**config.mk**
```make
export PLATFORM = sky130hd
export DESIGN_NAME = axi_pattern_initiator
export DESIGN_NICKNAME = d
export VERILOG_FILES = /design/src/rtl/axi_pattern_initiator.sv
export SDC_FILE = /design/constraint.sdc
export NUM_CORES = 1
export LEC_CHECK = 0
export ABC_CLOCK_PERIOD_IN_PS = 2900
export CELL_PAD_IN_SITES_DETAIL_PLACEMENT = 0
export CELL_PAD_IN_SITES_GLOBAL_PLACEMENT = 2
export CORE_ASPECT_RATIO = 0.75
export CORE_MARGIN = 3
export CORE_UTILIZATION = 21
export DETAILED_ROUTE_END_ITERATION = 6
export PLACE_DENSITY_LB_ADDON = 0.1
export SYNTH_ARGS = -nofsm -noshare
export SYNTH_HDL_FRONTEND = slang
export SYNTH_SLANG_ARGS = --single-unit
```
**constraint.sdc**
```tcl
create_clock -name clk -period 2.9 [get_ports clk]
set_clock_uncertainty 0.15 [all_clocks]
set_input_delay 0.58 -clock clk [delete_from_list [all_inputs] [get_ports clk]]
set_output_delay 0.58 -clock clk [all_outputs]
set_load 0.02 [all_outputs]
```
**src/rtl/axi_pattern_initiator.sv**
```systemverilog
// AXI3 initiator: writes a seeded incrementing word pattern into a slave memory,
// reads it back, and reports pass/fail with a saturating error count.
module axi_pattern_initiator #(
  parameter int unsigned BW_ADDR    = 32,
  parameter int unsigned BW_DATA    = 128,
  parameter int unsigned BW_AXI_TID = 16,
  parameter int unsigned BURST_LEN  = 16,
  parameter int unsigned AXI_ID     = 0
) (
  input  logic                    clk,
  input  logic                    rstnn,
  input  logic                    start,
  input  logic [BW_ADDR-1:0]      base_addr,
  input  logic [15:0]             num_burst,
  input  logic [31:0]             seed,
  output logic                    busy,
  output logic                    done,
  output logic                    pass,
  output logic [15:0]             error_count,
  output logic [BW_AXI_TID-1:0]   sxawid,
  output logic [BW_ADDR-1:0]      sxawaddr,
  output logic [3:0]              sxawlen,
  output logic [2:0]              sxawsize,
  output logic [1:0]              sxawburst,
  output logic                    sxawvalid,
  input  logic                    sxawready,
  output logic [BW_AXI_TID-1:0]   sxwid,
  output logic [BW_DATA-1:0]      sxwdata,
  output logic [BW_DATA/8-1:0]    sxwstrb,
  output logic                    sxwlast,
  output logic                    sxwvalid,
  input  logic                    sxwready,
  input  logic [BW_AXI_TID-1:0]   sxbid,
  input  logic [1:0]              sxbresp,
  input  logic                    sxbvalid,
  output logic                    sxbready,
  output logic [BW_AXI_TID-1:0]   sxarid,
  output logic [BW_ADDR-1:0]      sxaraddr,
  output logic [3:0]              sxarlen,
  output logic [2:0]              sxarsize,
  output logic [1:0]              sxarburst,
  output logic                    sxarvalid,
  input  logic                    sxarready,
  input  logic [BW_AXI_TID-1:0]   sxrid,
  input  logic [BW_DATA-1:0]      sxrdata,
  input  logic [1:0]              sxrresp,
  input  logic                    sxrlast,
  input  logic                    sxrvalid,
  output logic                    sxrready
);

  localparam int unsigned BYTES_PER_BEAT = BW_DATA / 8;
  localparam int unsigned BURST_BYTES    = BURST_LEN * BYTES_PER_BEAT;
  localparam int unsigned ALIGN_BITS     = $clog2(BURST_BYTES);
  localparam int unsigned REPL           = BW_DATA / 32;
  localparam int unsigned BW_BEAT        = 5;

  localparam logic [BW_BEAT-1:0]    LAST_BEAT   = BW_BEAT'(BURST_LEN - 1);
  localparam logic                  SINGLE_BEAT = (BURST_LEN == 32'd1);
  localparam logic [BW_ADDR-1:0]    ADDR_MASK   = ~((BW_ADDR'(1) << ALIGN_BITS) - BW_ADDR'(1));
  localparam logic [BW_ADDR-1:0]    ADDR_STEP   = BW_ADDR'(BURST_BYTES);
  localparam logic [BW_AXI_TID-1:0] ID_VAL      = BW_AXI_TID'(AXI_ID);
  localparam logic [3:0]            LEN_VAL     = 4'(BURST_LEN - 1);
  localparam logic [2:0]            SIZE_VAL    = 3'($clog2(BYTES_PER_BEAT));
  localparam logic [1:0]            BURST_INCR  = 2'b01;
  localparam logic [15:0]           ERR_MAX     = 16'hFFFF;

  typedef enum logic [2:0] {
    ST_IDLE = 3'd0,
    ST_AW   = 3'd1,
    ST_W    = 3'd2,
    ST_B    = 3'd3,
    ST_AR   = 3'd4,
    ST_R    = 3'd5,
    ST_FIN  = 3'd6
  } state_e;

  state_e state_q, state_d;

  logic [15:0]           num_q, num_d;
  logic [31:0]           seed_q, seed_d;
  logic [BW_ADDR-1:0]    base_q, base_d;
  logic [BW_ADDR-1:0]    addr_q, addr_d;
  logic [15:0]           burst_cnt_q, burst_cnt_d;
  logic [BW_BEAT-1:0]    beat_q, beat_d;
  logic [31:0]           pat_q, pat_d;
  logic                  wlast_q, wlast_d;
  logic [15:0]           err_q, err_d;
  logic                  pass_q, pass_d;
  logic                  busy_q, busy_d;
  logic                  done_q, done_d;
  logic                  awvalid_q, awvalid_d;
  logic                  wvalid_q, wvalid_d;
  logic                  bready_q, bready_d;
  logic                  arvalid_q, arvalid_d;
  logic                  rready_q, rready_d;
  logic [BW_AXI_TID-1:0] id_q, id_d;
  logic [3:0]            len_q, len_d;
  logic [2:0]            size_q, size_d;
  logic [1:0]            btype_q, btype_d;
  logic [BW_DATA/8-1:0]  strb_q, strb_d;

  logic                  aw_hs, w_hs, b_hs, ar_hs, r_hs;
  logic                  last_beat, last_burst, b_err, r_err;
  logic [15:0]           err_inc;
  logic [BW_DATA-1:0]    pat_word;

  assign pat_word   = {REPL{pat_q}};
  assign aw_hs      = awvalid_q & sxawready;
  assign w_hs       = wvalid_q & sxwready;
  assign b_hs       = bready_q & sxbvalid;
  assign ar_hs      = arvalid_q & sxarready;
  assign r_hs       = rready_q & sxrvalid;
  assign last_beat  = (beat_q == LAST_BEAT);
  assign last_burst = ((burst_cnt_q + 16'd1) == num_q);
  assign b_err      = (sxbresp != 2'b00) || (sxbid != ID_VAL);
  assign r_err      = (sxrdata != pat_word) || (sxrresp != 2'b00) ||
                      (sxrid != ID_VAL) || (sxrlast != last_beat);
  assign err_inc    = (err_q == ERR_MAX) ? err_q : err_q + 16'd1;

  // State register
  always_ff @(posedge clk or negedge rstnn) begin
    if (!rstnn) state_q <= ST_IDLE;
    else        state_q <= state_d;
  end

  // Next-state logic
  always_comb begin
    state_d = state_q;
    case (state_q)
      ST_IDLE: if (start) state_d = (num_burst != 16'd0) ? ST_AW : ST_FIN;
      ST_AW:   if (aw_hs) state_d = ST_W;
      ST_W:    if (w_hs && last_beat) state_d = ST_B;
      ST_B:    if (b_hs) state_d = last_burst ? ST_AR : ST_AW;
      ST_AR:   if (ar_hs) state_d = ST_R;
      ST_R:    if (r_hs && last_beat) state_d = last_burst ? ST_FIN : ST_AR;
      ST_FIN:  state_d = ST_IDLE;
      default: state_d = ST_IDLE;
    endcase
  end

  // Output and datapath next values; handshake flags follow the next state
  always_comb begin
    num_d       = num_q;
    seed_d      = seed_q;
    base_d      = base_q;
    addr_d      = addr_q;
    burst_cnt_d = burst_cnt_q;
    beat_d      = beat_q;
    pat_d       = pat_q;
    wlast_d     = wlast_q;
    err_d       = err_q;
    pass_d      = pass_q;
    busy_d      = busy_q;
    done_d      = 1'b0;
    awvalid_d   = (state_d == ST_AW);
    wvalid_d    = (state_d == ST_W);
    bready_d    = (state_d == ST_B);
    arvalid_d   = (state_d == ST_AR);
    rready_d    = (state_d == ST_R);
    id_d        = ID_VAL;
    len_d       = LEN_VAL;
    size_d      = SIZE_VAL;
    btype_d     = BURST_INCR;
    strb_d      = '1;
    case (state_q)
      ST_IDLE: begin
        if (start) begin
          num_d       = num_burst;
          seed_d      = seed;
          base_d      = base_addr & ADDR_MASK;
          addr_d      = base_addr & ADDR_MASK;
          burst_cnt_d = 16'd0;
          beat_d      = '0;
          pat_d       = seed;
          wlast_d     = SINGLE_BEAT;
          err_d       = 16'd0;
          pass_d      = 1'b0;
          busy_d      = 1'b1;
        end
      end
      ST_W: begin
        if (w_hs) begin
          pat_d = pat_q + 32'd1;
          if (last_beat) begin
            beat_d  = '0;
            wlast_d = SINGLE_BEAT;
          end else begin
            beat_d  = beat_q + BW_BEAT'(1);
            wlast_d = ((beat_q + BW_BEAT'(1)) == LAST_BEAT);
          end
        end
      end
      ST_B: begin
        if (b_hs) begin
          if (b_err) err_d = err_inc;
          if (last_burst) begin
            // Read phase replays the same address and pattern sequence
            burst_cnt_d = 16'd0;
            addr_d      = base_q;
            pat_d       = seed_q;
          end else begin
            burst_cnt_d = burst_cnt_q + 16'd1;
            addr_d      = addr_q + ADDR_STEP;
          end
        end
      end
      ST_R: begin
        if (r_hs) begin
          if (r_err) err_d = err_inc;
          pat_d = pat_q + 32'd1;
          if (last_beat) begin
            beat_d = '0;
            if (!last_burst) begin
              burst_cnt_d = burst_cnt_q + 16'd1;
              addr_d      = addr_q + ADDR_STEP;
            end
          end else begin
            beat_d = beat_q + BW_BEAT'(1);
          end
        end
      end
      ST_FIN: begin
        done_d = 1'b1;
        pass_d = (err_q == 16'd0);
        busy_d = 1'b0;
      end
      default: ;
    endcase
  end

  // Datapath and output registers
  always_ff @(posedge clk or negedge rstnn) begin
    if (!rstnn) begin
      num_q       <= '0;
      seed_q      <= '0;
      base_q      <= '0;
      addr_q      <= '0;
      burst_cnt_q <= '0;
      beat_q      <= '0;
      pat_q       <= '0;
      wlast_q     <= 1'b0;
      err_q       <= '0;
      pass_q      <= 1'b0;
      busy_q      <= 1'b0;
      done_q      <= 1'b0;
      awvalid_q   <= 1'b0;
      wvalid_q    <= 1'b0;
      bready_q    <= 1'b0;
      arvalid_q   <= 1'b0;
      rready_q    <= 1'b0;
      id_q        <= '0;
      len_q       <= '0;
      size_q      <= '0;
      btype_q     <= '0;
      strb_q      <= '0;
    end else begin
      num_q       <= num_d;
      seed_q      <= seed_d;
      base_q      <= base_d;
      addr_q      <= addr_d;
      burst_cnt_q <= burst_cnt_d;
      beat_q      <= beat_d;
      pat_q       <= pat_d;
      wlast_q     <= wlast_d;
      err_q       <= err_d;
      pass_q      <= pass_d;
      busy_q      <= busy_d;
      done_q      <= done_d;
      awvalid_q   <= awvalid_d;
      wvalid_q    <= wvalid_d;
      bready_q    <= bready_d;
      arvalid_q   <= arvalid_d;
      rready_q    <= rready_d;
      id_q        <= id_d;
      len_q       <= len_d;
      size_q      <= size_d;
      btype_q     <= btype_d;
      strb_q      <= strb_d;
    end
  end

  assign busy        = busy_q;
  assign done        = done_q;
  assign pass        = pass_q;
  assign error_count = err_q;

  assign sxawid    = id_q;
  assign sxawaddr  = addr_q;
  assign sxawlen   = len_q;
  assign sxawsize  = size_q;
  assign sxawburst = btype_q;
  assign sxawvalid = awvalid_q;

  assign sxwid     = id_q;
  assign sxwdata   = pat_word;
  assign sxwstrb   = strb_q;
  assign sxwlast   = wlast_q;
  assign sxwvalid  = wvalid_q;

  assign sxbready  = bready_q;

  assign sxarid    = id_q;
  assign sxaraddr  = addr_q;
  assign sxarlen   = len_q;
  assign sxarsize  = size_q;
  assign sxarburst = btype_q;
  assign sxarvalid = arvalid_q;

  assign sxrready  = rready_q;

endmodule

```
Word level (Yosys, flattened, before mapping):

Index checks and enable logic that the tools add are counted.

* memories kept: 0
* RAM bits: 0
* output and inout port bits: 299
* bits in latches: 0
* input port bits: 253
* bits in read-only memories: 0
* flip-flop bits (word level): 188
* word-level logic and storage cells: 131

* add/sub/neg operators: 5
* shift-type cells: 0
* bitwise gates (word level): 5
* multipliers: 0
* div/mod/pow operators: 0
* eq/ne operators: 26
* muxes and demuxes: 49
* $lt $le $gt $ge: 0
* reductions and logical operators: 25

Operator list (number)
* 2-to-1 mux 32 bit: 11
* 2-to-1 mux 16 bit: 11
* inequality test 128 bit: 1
* one-hot mux 32 bit (4 select lines): 1
* one-hot mux 16 bit (3 select lines): 2
* one-hot mux 32 bit (3 select lines): 1
* nonzero test 16 bit: 3
* adder 16 x 1 -> 16 bit (second input constant): 2
* adder 32 x 1 -> 32 bit (second input constant): 1
* adder 32 x 9 -> 32 bit (second input constant): 1
* 2-to-1 mux 3 bit: 8
* 2-to-1 mux 5 bit: 4
* inequality test 2 bit (second input constant): 9
* one-hot mux 3 bit (6 select lines): 1
* AND reduction 6 bit: 3
* equality test 16 bit: 1
* equality test 16 bit (second input constant): 1
* zero test 16 bit: 1
* equality test 3 bit (second input constant): 5
* one-hot mux 5 bit (3 select lines): 1
* equality test 3 x 2 -> 1 bit (second input constant): 4
* equality test 5 x 4 -> 1 bit (second input constant): 2
* nonzero test 2 bit: 4
* equality test 3 x 1 -> 1 bit (second input constant): 2
* 14 further kinds: 30

Longest topological paths before layout:

* word-level depth: 7
* depth in mapped cells: 14
* mapped depth without buffers: 12

Worst setup path before layout:

Ideal clock, no wire load.

* path type: register to register
* from: register burst_cnt_q[0]
* to: register addr_q[8], in the netlist sxaraddr[8]
* buffers on the path: 2
* setup time: 0.137 ns
* cell stages (with the launch flop): 12
* setup slack: -0.056 ns
* arrival: 2.668 ns
* period minus slack after synthesis: 2.956 ns
* required time: 2.613 ns
* cells stage by stage: dfrtp_1 > ha_1 > nand3_1 > or3_1 > a222oi_1 > and3_1 > and4_1 > buf_6 > a21oi_2 > buf_6 > a222oi_1 > a21oi_1

* cells in the longest elaborated chain, start to end: 5
* elaborated cells between the ends (all ways): 7
* those cells by class: add/sub (1); eq/ne (2); mux (3); reduce/logical (1)

Ends and longest elaborated chain
* from (decl): RTL line 84 `logic [15:0] burst_cnt_q, burst_cnt_d;`
* from (signal assigned): RTL line 262 `burst_cnt_q <= burst_cnt_d;`
* adder 16 x 1 -> 16 bit *: RTL line 115 `assign last_burst = ((burst_cnt_q + 16'd1) == num_q);`
* equality test 16 bit *: RTL line 115
* 2-to-1 mux 32 bit: RTL line 197 `if (last_burst) begin`
* 2-to-1 mux 32 bit: RTL line 195 `if (b_hs) begin`
* one-hot mux 32 bit (3 select lines): RTL line 166 `case (state_q)`
* to (signal assigned): RTL line 261 `addr_q <= addr_d;`
* to (decl): RTL line 83 `logic [BW_ADDR-1:0] addr_q, addr_d;`

Mark *: on every way between the ends. The rest lies on a longest branch, timed or not. The select of a mux whose other input is x is not followed.
A chain may end at the register's enable or synchronous reset.

Worst setup path in the final report:

* from: register burst_cnt_q[1]
* to: register pat_q[4]

* cells in the longest elaborated chain, start to end: 4

Ends and longest elaborated chain
* adder 16 x 1 -> 16 bit: RTL line 115
* equality test 16 bit: RTL line 115
* inequality test 2 bit (no source line)
* AND reduction 6 bit (no source line)
* to (signal assigned): RTL line 264 `pat_q <= pat_d;`
* to (decl): RTL line 86 `logic [31:0] pat_q, pat_d;`

No other way between the ends.

==> impl_results.rst <==
.. list-table::
   :header-rows: 1

   * - Metric
     - Value
   * - Switching part of the total
     - 0.473
   * - Vert. Die Dim
     - 222 um
   * - Core ar.
     - 61000 um2
   * - Count of flip-flops with a built-in enable after synthesis
     - 0
   * - Synthesized area per cell
     - 7.94 um2
   * - Worst slew slack as a fraction of its limit
     - 0.487
   * - Footprint of the multi-input gates
     - 7500 um2
   * - TritonRoute pass-1 iters
     - 7
   * - Global Route Usage Sum
     - 0.198
   * - FFs w/ async S/R, synth
     - 1.00
   * - Min cycle time layout
     - 3060 ps
   * - Distinct cells, synth
     - 68
   * - HP Class
     - input pin to async pin
   * - Number of setup violations in the final report
     - 79
   * - Portion of the clock cycle consumed by the worst path in the final layout
     - 1.06
   * - Final cell count without fillers
     - 2965
   * - Number of port buffers
     - 473
   * - DP Area
     - 19000 um2
   * - Share of the yosys chip area belonging to registers
     - 0.341
   * - Number of instances in the synthesized netlist
     - 1643
   * - Clock net sink count
     - 178
   * - Final WL
     - 67.6 mm
   * - Worst vdd ir
     - 0.000392 V
   * - Estimated wirelength of the detail-placed design
     - 51.4 mm
   * - Final WS setup
     - -164 ps
   * - Number of cells after detailed placement
     - 2902
   * - Power density over the cells
     - 962 nW/um2
   * - Unrepaired setup endpoints after global routing
     - true
   * - Total net switching power
     - 9.55 mW
   * - TritonCTS clock tree
     - yes
   * - Max Cap Violations
     - 0
   * - Post-Synthesis Cell Area
     - 13000 um2
   * - Width of the chip
     - 294 um
   * - Required time at the worst-slack endpoint
     - 3070 ps
   * - DP Worst Slack
     - -896 ps
   * - Relative contribution of sequential cells to total power
     - 0.229
   * - Number of buffers created by CTS
     - 17
   * - Actual slew at the worst max-slew pin
     - 770 ps
   * - Worst-Skew Late Latency
     - 450 ps
   * - Avg Vias per Cell
     - 4.68
   * - Global placement routability congestion
     - 0.892
   * - Portion of total power attributed to the clock network
     - 0.117
   * - Lkg Pwr
     - 8.87 nW
   * - Kind of critical path
     - flip-flop to flip-flop
   * - Number of nets in the finished design
     - 2410
   * - Residual DRC
     - 5
   * - Largest fanout on the critical path
     - 7
   * - Number of fill cells in the layout
     - 6306
   * - Antenna Nets Post-Route
     - 0
   * - Final Slew Violations
     - 0
   * - Final Instance Area
     - 21000 um2
   * - Failing checks
     - design-rule violations, negative setup slack
   * - Register bit count reported by yosys
     - 178
   * - Worst Reg2Reg Path Length in Cells
     - 11
   * - Critical Path AT
     - 3230 ps
   * - Status
     - finished with violations
   * - Minimum hold slack
     - 8.39 ps
   * - Layout cells sized above 1
     - 0.219
   * - Worst-case clock buffer depth
     - 2
   * - # rows
     - 78
   * - Area growth from synthesis to layout
     - 60.8%
   * - Endpoints failing hold
     - 0
   * - Overall via count from detail_route
     - 13.9k
   * - Endpoint type of the worst setup path
     - flip-flop
   * - Sum of overflow across all layers after global routing
     - 0
   * - Fraction of power consumed by combinational cells
     - 0.654
   * - Area taken by flip-flops and latches
     - 4470 um2
   * - Antenna violations before repair
     - 4
   * - Wire length per cell
     - 22.8 um
   * - Count of boundary I/O pins
     - 552
   * - Critical Path Source Type
     - flip-flop
   * - FMAX
     - 0.326 GHz
   * - Number of global-route vias before repair
     - 13.5k
   * - Primary flip-flop cell chosen by synthesis mapping
     - dfrtp_1
   * - CTS root buf
     - clkbuf_16
   * - YS warnings
     - 0
   * - Pin count of the biggest net entering global routing
     - 70
   * - Int Power
     - 10.6 mW
   * - Floorplan die area
     - 65200 um2
   * - 1st-iter DRT viols
     - 1095
   * - Total negative setup slack
     - -5970 ps
   * - Wire length of the first global-routing pass
     - 95.8 mm
   * - CTS clock-pin slew for the worst setup and hold paths
     - 80 ps
   * - H-tree depth reported by CTS
     - 4
   * - Starting density of the core
     - 0.214
Yosys cell counts, drive strengths merged (11+ instances only):
cell type	instances	area share
nand2	298	0.086
buf	239	0.13
dfrtp	178	0.34
o21ai	121	0.046
nor2	101	0.029
clkbuf	78	0.022
inv	49	0.014
nand3	49	0.019
a21oi	44	0.017
xnor2	42	0.028
nor4	36	0.017
xor2	36	0.024
and3	31	0.015
a222oi	27	0.021
nor3	27	0.010
a22o	21	0.014
nand2b	16	0.0077
nand4	16	0.0082
o22ai	16	0.0077
a221oi	14	0.0094
nor2b	14	0.0067
or3	14	0.0067
a31oi	13	0.0067
and2	12	0.0058
o31ai	11	0.0063
state kept, by name (all words and copies together), names as in the netlist, 3 cells and up:
name and flops:
beat_q 5, burst_cnt_q 16, base_q 24, state_q 3
num_q 16, sxaraddr 24, error_count 16, seed_q 32
pat_q 32
metal layers:
layer,global-route usage,up-vias,share of wire
met1,0.309,6921,0.51
met5,0,-,0
met2,0.290,417,0.43
met4,0.0240,0,0.0052
li1,-,6526,-
met3,0.0330,25,0.055
cell families after synthesis:
family                   share of synthesized area
flip-flops                                   0.341
AO/OA/AOI/OAI                                0.191
buffers and inverters                        0.171
adder cells (fa/ha/maj)                    0.00863
other                                     0.000576
XOR/XNOR                                    0.0524
multiplexers                               0.00614
AND/OR/NAND/NOR                              0.229
layout by cell type, fill, tap and decap left out, types with 12 or more instances in the layout:
master,netlist,final
nand3_1,49,47
and3_1,31,29
nand2_1,298,291
nor3_1,27,25
o21ai_2,0,55
o22ai_1,16,16
nor2_1,101,98
a22o_1,21,21
nor4_1,36,24
clkdlybuf4s50_1,0,472
a222oi_1,27,27
nand2b_1,16,13
buf_12,0,22
buf_6,3,18
buf_4,219,209
dfrtp_1,178,167
xor2_1,36,36
a31oi_1,12,12
a21oi_1,43,31
clkbuf_16,0,21
conb_1,2,71
nand4_1,15,15
xnor2_1,42,39
o21ai_0,95,36
nor2b_1,14,14
o21ai_1,26,19
inv_1,49,47
final cells by class:
type / instances / area share
multi-input combinational: 1168 / 0.358
timing repair buffer: 734 / 0.345
sequential: 178 / 0.213
tap: 800 / 0.0477
clock buffer: 19 / 0.0211
inverter: 49 / 0.00889
clock inverter: 13 / 0.00579
antenna: 4 / 0.000477
worst paths after layout:
check / start / to / slack (ps)
hold reg to reg: base_q[14]$_DFFE_PN0P_ / base_q[14]$_DFFE_PN0P_ / 330
max in group asynchronous: rstnn / burst_cnt_q[0]$_DFFE_PN0P_ / 1910
setup reg to reg: burst_cnt_q[1]$_DFFE_PN0P_ / pat_q[4]$_DFFE_PN0P_ / -160
setup / recovery: burst_cnt_q[1]$_DFFE_PN0P_ / pat_q[4]$_DFFE_PN0P_ / -160
min in group clk: base_q[14]$_DFFE_PN0P_ / base_q[14]$_DFFE_PN0P_ / 330
hold / removal: rstnn / pat_q[11]$_DFFE_PN0P_ / 8
timing repair:
action / 4_1_cts / 5_1_grt
gates resized for setup: 152 / 136
hold buffers: 0 / 0
pin swaps: 40 / 86
cloned: 8 / 4
setup endpoints to repair: 95 / 100
buffers inserted: 12 / 8
critical path, stage by stage (launching register included):
cell	delay, ps
dfrtp_2	410
nand4_1	190
or4_4	520
a222oi_1	320
and3_1	250
and4_4	250
buf_6	120
a41oi_4	150
buf_12	200
clkbuf_16	190
a21oi_2	110
o22ai_1	70
power by group through the flow:
stage	logic (mW)	registers [mW]	clock network [mW]
detailed placement	11.4	4.62	0
global route	14.1	4.77	2.56
finish	13.2	4.62	2.37
global placement	11.4	4.61	0
CTS	12.6	4.59	2.46
floorplan	6.15	4.73	0
through the flow:
| step | power (mW) | utilization |
|---|---|---|
| 6_report | 20.2 | 0.344 |
| 5_1_grt | 21.4 | 0.344 |
| 4_1_cts | 19.6 | 0.334 |
| 3_5_place_dp | 16.0 | 0.311 |
| 3_3_place_gp | 16.0 | 0.311 |
| 2_1_floorplan | 10.9 | - |
No activity file was read; power rests on OpenSTA's default activity.
